**config.mk**
```make
export PLATFORM = sky130hd
export DESIGN_NAME = debouncer_multi
export DESIGN_NICKNAME = d
export VERILOG_FILES = /design/src/rtl/debouncer_multi.sv
export SDC_FILE = /design/constraint.sdc
export NUM_CORES = 1
export LEC_CHECK = 0
export ABC_AREA = 1
export BUFFER_PORTS_ARGS = -buffer_cell sky130_fd_sc_hd__buf_2
export CAP_MARGIN = 40
export CORE_MARGIN = 2
export CORE_UTILIZATION = 40
export CTS_CLUSTER_SIZE = 16
export DETAILED_ROUTE_END_ITERATION = 10
export PLACE_DENSITY = 0.59
export SLEW_MARGIN = 0
export SYNTH_ARGS = -nofsm -noshare
export SYNTH_HDL_FRONTEND = slang
export SYNTH_SLANG_ARGS = --single-unit
```
**constraint.sdc**
```tcl
create_clock -name clk -period 1.2 [get_ports clk]
set_input_delay 0.12 -clock clk [delete_from_list [all_inputs] [get_ports clk]]
set_output_delay 0.12 -clock clk [all_outputs]
set_load 0.02 [all_outputs]
```
**src/rtl/debouncer_multi.sv**
```systemverilog
// -----------------------------------------------------------------------------
// debouncer_multi
//
// N-channel push-button conditioner. Each channel has a two-flop synchroniser,
// polarity normalisation, a counter-based debounce, one-cycle press/release
// event pulses and optional hold-to-repeat pulses.
//
// Ports:
//   clk            rising-edge clock for all logic
//   rst_n          asynchronous active-low reset
//   btn_in         raw asynchronous pin levels, one bit per channel
//   evt_mask       1 suppresses press/release/repeat pulses of that channel
//   btn_level      debounced, normalised level (1 = pressed)
//   press_pulse    one-cycle pulse after a press is accepted
//   release_pulse  one-cycle pulse after a release is accepted
//   repeat_pulse   one-cycle auto-repeat pulse while held (0 if REPEAT_EN=0)
//   any_pressed    registered OR of btn_level
//
// There are no handshakes: every output is a plain registered level or pulse.
// -----------------------------------------------------------------------------
module debouncer_multi #(
    parameter int N_CH            = 4,
    parameter int DEBOUNCE_CYCLES = 1_000_000,
    parameter int ACTIVE_LOW      = 1,
    parameter int REPEAT_EN       = 0,
    parameter int REPEAT_DELAY    = 25_000_000,
    parameter int REPEAT_PERIOD   = 5_000_000
) (
    input  logic            clk,
    input  logic            rst_n,
    input  logic [N_CH-1:0] btn_in,
    input  logic [N_CH-1:0] evt_mask,
    output logic [N_CH-1:0] btn_level,
    output logic [N_CH-1:0] press_pulse,
    output logic [N_CH-1:0] release_pulse,
    output logic [N_CH-1:0] repeat_pulse,
    output logic            any_pressed
);

    localparam int DW = $clog2(DEBOUNCE_CYCLES + 1);
    localparam logic [DW-1:0] DB_LAST = DW'(DEBOUNCE_CYCLES - 1);

    // Raw pin level that means "not pressed"; the synchroniser resets to it so
    // that leaving reset never looks like a pin change.
    localparam logic [N_CH-1:0] IDLE_RAW = (ACTIVE_LOW != 0) ? {N_CH{1'b1}} : {N_CH{1'b0}};

    logic [N_CH-1:0] s0;
    logic [N_CH-1:0] s1;
    logic [N_CH-1:0] pressed;
    logic [N_CH-1:0] level_d;
    logic [N_CH-1:0] rise;
    logic [N_CH-1:0] fall;
    logic [N_CH-1:0] accept;
    logic [DW-1:0]   db_cnt [N_CH];

    assign pressed = (ACTIVE_LOW != 0) ? ~s1 : s1;

    // level_d is btn_level one cycle late, so these are high exactly in the
    // cycle after the debounced level changed.
    assign rise = btn_level & ~level_d;
    assign fall = ~btn_level & level_d;

    // A channel accepts its new level on the last of DEBOUNCE_CYCLES
    // consecutive cycles in which the normalised pin disagrees with btn_level.
    always_comb begin
        accept = '0;
        for (int i = 0; i < N_CH; i++) begin
            accept[i] = (pressed[i] != btn_level[i]) && (db_cnt[i] == DB_LAST);
        end
    end

    always_ff @(posedge clk or negedge rst_n) begin
        if (!rst_n) begin
            s0            <= IDLE_RAW;
            s1            <= IDLE_RAW;
            btn_level     <= '0;
            level_d       <= '0;
            press_pulse   <= '0;
            release_pulse <= '0;
            any_pressed   <= 1'b0;
            for (int i = 0; i < N_CH; i++) begin
                db_cnt[i] <= '0;
            end
        end else begin
            s0            <= btn_in;
            s1            <= s0;
            level_d       <= btn_level;
            any_pressed   <= |btn_level;
            press_pulse   <= rise & ~evt_mask;
            release_pulse <= fall & ~evt_mask;
            for (int i = 0; i < N_CH; i++) begin
                if (pressed[i] == btn_level[i]) begin
                    db_cnt[i] <= '0;
                end else if (accept[i]) begin
                    btn_level[i] <= pressed[i];
                    db_cnt[i]    <= '0;
                end else begin
                    db_cnt[i] <= db_cnt[i] + DW'(1);
                end
            end
        end
    end

    if (REPEAT_EN != 0) begin : g_repeat
        localparam int HW = $clog2(REPEAT_DELAY);
        localparam logic [HW-1:0] HOLD_LAST   = HW'(REPEAT_DELAY - 1);
        localparam logic [HW-1:0] HOLD_RELOAD = HW'(REPEAT_DELAY - REPEAT_PERIOD);

        logic [HW-1:0] hold_cnt [N_CH];

        // The hold counter starts from 0 in the cycle the level rises and
        // reloads on terminal count, so the first repeat comes REPEAT_DELAY
        // cycles after the rise and the rest every REPEAT_PERIOD cycles.
        // A release accepted on a terminal-count cycle wins over the repeat.
        always_ff @(posedge clk or negedge rst_n) begin
            if (!rst_n) begin
                repeat_pulse <= '0;
                for (int i = 0; i < N_CH; i++) begin
                    hold_cnt[i] <= '0;
                end
            end else begin
                for (int i = 0; i < N_CH; i++) begin
                    repeat_pulse[i] <= btn_level[i] & ~rise[i] & ~accept[i]
                                       & ~evt_mask[i] & (hold_cnt[i] == HOLD_LAST);
                    if (!btn_level[i] || rise[i]) begin
                        hold_cnt[i] <= '0;
                    end else if (hold_cnt[i] == HOLD_LAST) begin
                        hold_cnt[i] <= HOLD_RELOAD;
                    end else begin
                        hold_cnt[i] <= hold_cnt[i] + HW'(1);
                    end
                end
            end
        end
    end else begin : g_no_repeat
        assign repeat_pulse = '0;
    end

endmodule

```
======== After elaboration in Yosys (flattened, before gate mapping) ========
Cells that the tools add are included.
storage, ports and cells
  flip-flop bits (word level) ............. 105
  logic and storage cells ................. 59
  bits of input ports ..................... 10
operators by class
  multiplexer cells ....................... 8
  add/subtract/negate cells ............... 4
  equal/unequal tests ..................... 12
  reductions and logical operators ........ 9
  bitwise gates (word level) .............. 12
operators by type and width
  operator               count
  $mux 20                8
  $add 20x1->20 const B  4
  $eq 20x20->1 const B   4
  $and 4x4->4            4
  $not 4->4              4
  $reduce_and 2->1       4
  $eq 1x1->1             4
  $logic_and 1x1->1      4
  $ne 1x1->1             4
  $not 1->1              4
  $reduce_or 4->1        1

======== Depth between registers and ports, before layout ========
  depth in word-level cells ............... 5
  gate-level depth with buffers ........... 9
  gate-level depth less buffers ........... 9

======== Worst setup path after synthesis ========
OpenSTA, ideal clock, no wires.
  kind .................................... register to register
  from .................................... reg btn_level[3]
  to ...................................... reg db_cnt[17] (netlist bit)
  data required time ...................... 1081 ps
  cell stages (with the launch flop) ...... 10
  setup time .............................. 119 ps
  path slack .............................. -163 ps
  arrival ................................. 1244 ps
  buffers on the path ..................... 1
  cells stage by stage .................... dfrtp_1 -> inv_1 -> nand2_1 -> nand2_2 -> nand2_1 -> nor2_1 -> nand2_2 -> buf_6 -> nand3_1 -> nor2_1
between the ends
  cells in the longest elaborated chain, start to end .. 4
  elaborated cells between the ends (all ways) .. 5
  those cells by class .................... eq/ne (2); mux (2); reduce/logical (1)
ends and longest elaborated chain
  element                           line  RTL
  start: declaration                33    output logic [N_CH-1:0] btn_level,
  start signal: indexed assignment  95    btn_level[i] <= pressed[i];
  $ne 1x1->1                        68    accept[i] = (pressed[i] != btn_level[i]) && (db_cnt[i] == DB_LAST);
  $logic_and 1x1->1                 68
  $mux 20                           94    end else if (accept[i]) begin
  $mux 20 *                         92    if (pressed[i] == btn_level[i]) begin
  end signal: indexed assignment    98    db_cnt[i] <= db_cnt[i] + DW'(1);
  end: declaration                  54    logic [DW-1:0] db_cnt [N_CH];
Every way passes the cells marked *; elsewhere a longest branch is shown, timed or not.
A chain may end at the register's enable or synchronous reset.

======== Final worst setup path ========
  from .................................... reg db_cnt[41] (netlist bit)
  to ...................................... reg db_cnt[54] (netlist bit)
between the ends
  cells in the longest elaborated chain, start to end .. 4
  elaborated cells between the ends (all ways) .. 5
  those cells by class .................... add/sub (1); eq/ne (1); mux (2); reduce/logical (1)
ends and longest elaborated chain
  element                                                                line
  parallel branches: the longest is 2 deep, another holds $add 20x1->20  -
  $mux 20 *                                                              94
  $mux 20 *                                                              92
Mark *: on every way between the ends.

==> results_dict.tcl <==
set metrics [dict create \
    core-area_um2 13200 \
    drv_slew 0 \
    powerDensity_nw_per_um2 918 \
    setup_viol 71 \
    drive_gt1_share_pct 42.1 \
    ir_drop_mv 1.04 \
    routed_wl_um 13700 \
    dpl.hpwl_um 9220 \
    netlist_area_um2 5400 \
    period_needed_ns 1.41 \
    fillers 1126 \
    num_rows 42 \
    portBuffers 22 \
    violations "negative setup slack" \
    ys_seq_area_share_pct 48.9 \
    wl_per_cell_um 12.9 \
    htreeDepth 3 \
    clock_latency_ns 0.36 \
    cts-root-buf "clkbuf_16" \
    cts_buffers 9 \
    start_util_pct 40.9 \
    critPathKind "reg -> reg" \
    multi_input_area_um2 2960 \
    status "finished, violations left" \
    fin_crit_sh_pct 117 \
    path_max_fanout 3 \
    boundaryPins 27 \
    hold_viol_final 0 \
    r2r_cells 8 \
    die_w_um 120 \
    grt_pass1_vias 5200 \
    hp-class "in -> async" \
    dp.cells 1008 \
    drc_errors 0 \
    arrival_ns 1.71 \
    first_pass_iters 4 \
    netlist_instances 683 \
    diodes 0 \
    nets 895 \
    cts_tree "built" \
    path_clk_slew_ns 0.08 \
    yosysWarnings 0 \
    r2r-end "db_cnt[54]$_DFF_PN0_" \
    grt_first_pass_wirelength_um 23600 \
    gr-total-overflow 0 \
    clockBufferDepth 2 \
    num_vias 4975 \
    dr.first_iter.drc_count 262 \
    fin_ws_ns -0.209 \
    ys_ff_latch 105 \
    tns_ns -9.59 \
    postSynthAreaPerCell_um2 7.90 \
    cts_sinks 105 \
    cp-start-kind "flop" \
    drv_cap 0 \
    r2r_start "db_cnt[41]$_DFF_PN0_" \
    die-area_um2 14400 \
    crit_path_end_kind "flop" \
    fin_worst_skew_ns 0.0136 \
    fin_cells 1062 \
    die_h_um 120 \
    via_per_inst 4.68 \
    regArea_um2 2640 \
    grt_setup_unrepaired "yes" \
    fmax_ghz 0.710 \
    ant_nets 0 \
    ys_types 28 \
    required_ns 1.50 \
    r2r_slack_ns -0.21 \
    track_usage_pct 20.4 \
    antenna_found_initial 0 \
    area_growth_pct 48.7 \
    leakage_nw 3.88 \
    routabilityCongestion 0.887 \
    grt_max_degree 58 \
]
## sequential cells by signal, indices dropped and copies added (netlist names)
signal	flops
db_cnt	80
btn_level	4
level_d	4
press_pulse	4
release_pulse	4
s0	4
s1	4
any_pressed	1
## cells in the mapped netlist
| cell | n | area share [%] |
|---|---|---|
| nor2_2 | 9 | 1.0 |
| a21oi_2 | 3 | 0.49 |
| dfrtp_1 | 97 | 45 |
| xnor2_1 | 12 | 1.9 |
| a21oi_1 | 14 | 1.3 |
| nand3b_1 | 4 | 0.56 |
| nor2_4 | 10 | 2.1 |
| buf_6 | 2 | 0.42 |
| buf_2 | 2 | 0.19 |
| a21oi_4 | 1 | 0.30 |
| conb_1 | 1 | 0.069 |
| nor2_1 | 150 | 10 |
| nor3_1 | 11 | 1.0 |
| o21ai_0 | 10 | 0.93 |
| inv_1 | 75 | 5.2 |
| nand4_1 | 12 | 1.4 |
| nand2_1 | 145 | 10 |
| xor2_1 | 20 | 3.2 |
| or2_2 | 2 | 0.23 |
| o21bai_1 | 2 | 0.28 |
| nand3_2 | 4 | 0.74 |
| inv_2 | 10 | 0.70 |
| nor3b_1 | 4 | 0.56 |
| dfstp_2 | 8 | 3.9 |
| ha_1 | 4 | 0.93 |
| nand2_2 | 11 | 1.3 |
| nand3_1 | 56 | 5.2 |
| buf_4 | 4 | 0.56 |
## placed cells by master (no fill, tap or decap), types with 8 or more instances in the layout
cell / synthesis / routed
nand2_2: 11 / 30
nor3_1: 11 / 9
o21ai_0: 10 / 8
buf_2: 2 / 17
inv_1: 75 / 64
dfrtp_1: 97 / 93
buf_4: 4 / 140
nor2_2: 9 / 24
xnor2_1: 12 / 8
nand2_4: 0 / 14
buf_6: 2 / 20
nor2_1: 150 / 115
nand3_1: 56 / 36
inv_2: 10 / 17
nor2_4: 10 / 30
nand4_1: 12 / 12
dfstp_2: 8 / 8
a21oi_1: 14 / 13
nand3_2: 4 / 22
xor2_1: 20 / 18
clkbuf_16: 0 / 9
dlygate4sd3_1: 0 / 9
nand2_1: 145 / 114
## what timing repair did
| action | in CTS | in global routing |
|---|---|---|
| endpoints found under the hold margin | 109 | 0 |
| buffers inserted | 17 | 11 |
| gates cloned | 2 | 0 |
| setup endpoints to repair | 80 | 85 |
| hold buffers | 9 | 0 |
| gates resized for setup | 93 | 74 |
| pin swaps | 31 | 29 |
## where the power goes
| group | switching (mW) | total [mW] | internal [mW] | leakage (nW) |
|---|---|---|---|---|
| combinational | 0.253 | 0.460 | 0.206 | 2.30 |
| sequential | 0.0347 | 3.63 | 3.59 | 1.42 |
| clock | 1.33 | 3.28 | 1.95 | 0.159 |
## cell families (layout without fill, tap and decap cells)
group,after synthesis,in the layout,share of synthesized area [%]
AND/OR/NAND/NOR,418,420,34.6
adder cells (fa/ha/maj),4,4,0.927
flip-flops,105,105,48.9
XOR/XNOR,32,32,5.19
other,1,4,0.0695
AO/OA/AOI/OAI,30,30,3.29
buffers and inverters,93,291,7.07
## final cells by class
cell class | count | area share, %
sequential | 105 | 32.9
timing repair buffer | 190 | 19.1
clock buffer | 12 | 3.20
clock inverter | 4 | 0.951
inverter | 85 | 4.24
tap | 176 | 2.74
multi-input combinational | 490 | 36.9
## metal layers
metal	GRT usage [%]	wire length, µm	vias up
met4	4.71	159	0
li1	-	-	2513
met3	4.67	330	14
met2	37.3	7230	58
met1	24.2	6000	2390
met5	0	0	-
## metrics by stage
step | setup WS [ns] | util [%] | power [mW] | instance area [µm²] | hold WS [ns]
floorplan | -0.0945 | - | 3.84 | 5500 | -0.176
global placement | -0.251 | 51.4 | 4.02 | 6780 | 0.152
detailed placement | -0.233 | 51.4 | 4.03 | 6780 | 0.143
CTS | -0.194 | 58.3 | 7.42 | 7690 | 0.317
global route | -0.309 | 60.9 | 7.63 | 8030 | 0.328
finish | -0.209 | 60.9 | 7.37 | 8030 | 0.304
## critical path, cell delays in order, from the launching register on
cell and delay (ns):
dfrtp_1 0.36, ha_2 0.19, nand2_2 0.07, nor2_4 0.14
nand2_2 0.10, buf_6 0.14, o21ai_0 0.16, nand2_1 0.08
nor2_2 0.10
## worst max-delay path by stage
| stage | startpoint | to | slack, ns | cells after the start |
|---|---|---|---|---|
| 2_1_floorplan | btn_level[3]$_DFFE_PN0P_ | db_cnt[17]$_DFF_PN0_ | -0.09 | 9 |
| 3_5_place_dp | db_cnt[60]$_DFF_PN0_ | db_cnt[69]$_DFF_PN0_ | -0.23 | 8 |
| 3_3_place_gp | db_cnt[60]$_DFF_PN0_ | db_cnt[78]$_DFF_PN0_ | -0.25 | 8 |
| 5_1_grt | db_cnt[40]$_DFF_PN0_ | btn_level[1]$_DFFE_PN0P_ | -0.31 | 9 |
| 4_1_cts | db_cnt[41]$_DFF_PN0_ | db_cnt[54]$_DFF_PN0_ | -0.19 | 7 |
| 6_report | db_cnt[41]$_DFF_PN0_ | db_cnt[54]$_DFF_PN0_ | -0.21 | 8 |
Note: power is estimated with default switching activity, not from simulation.
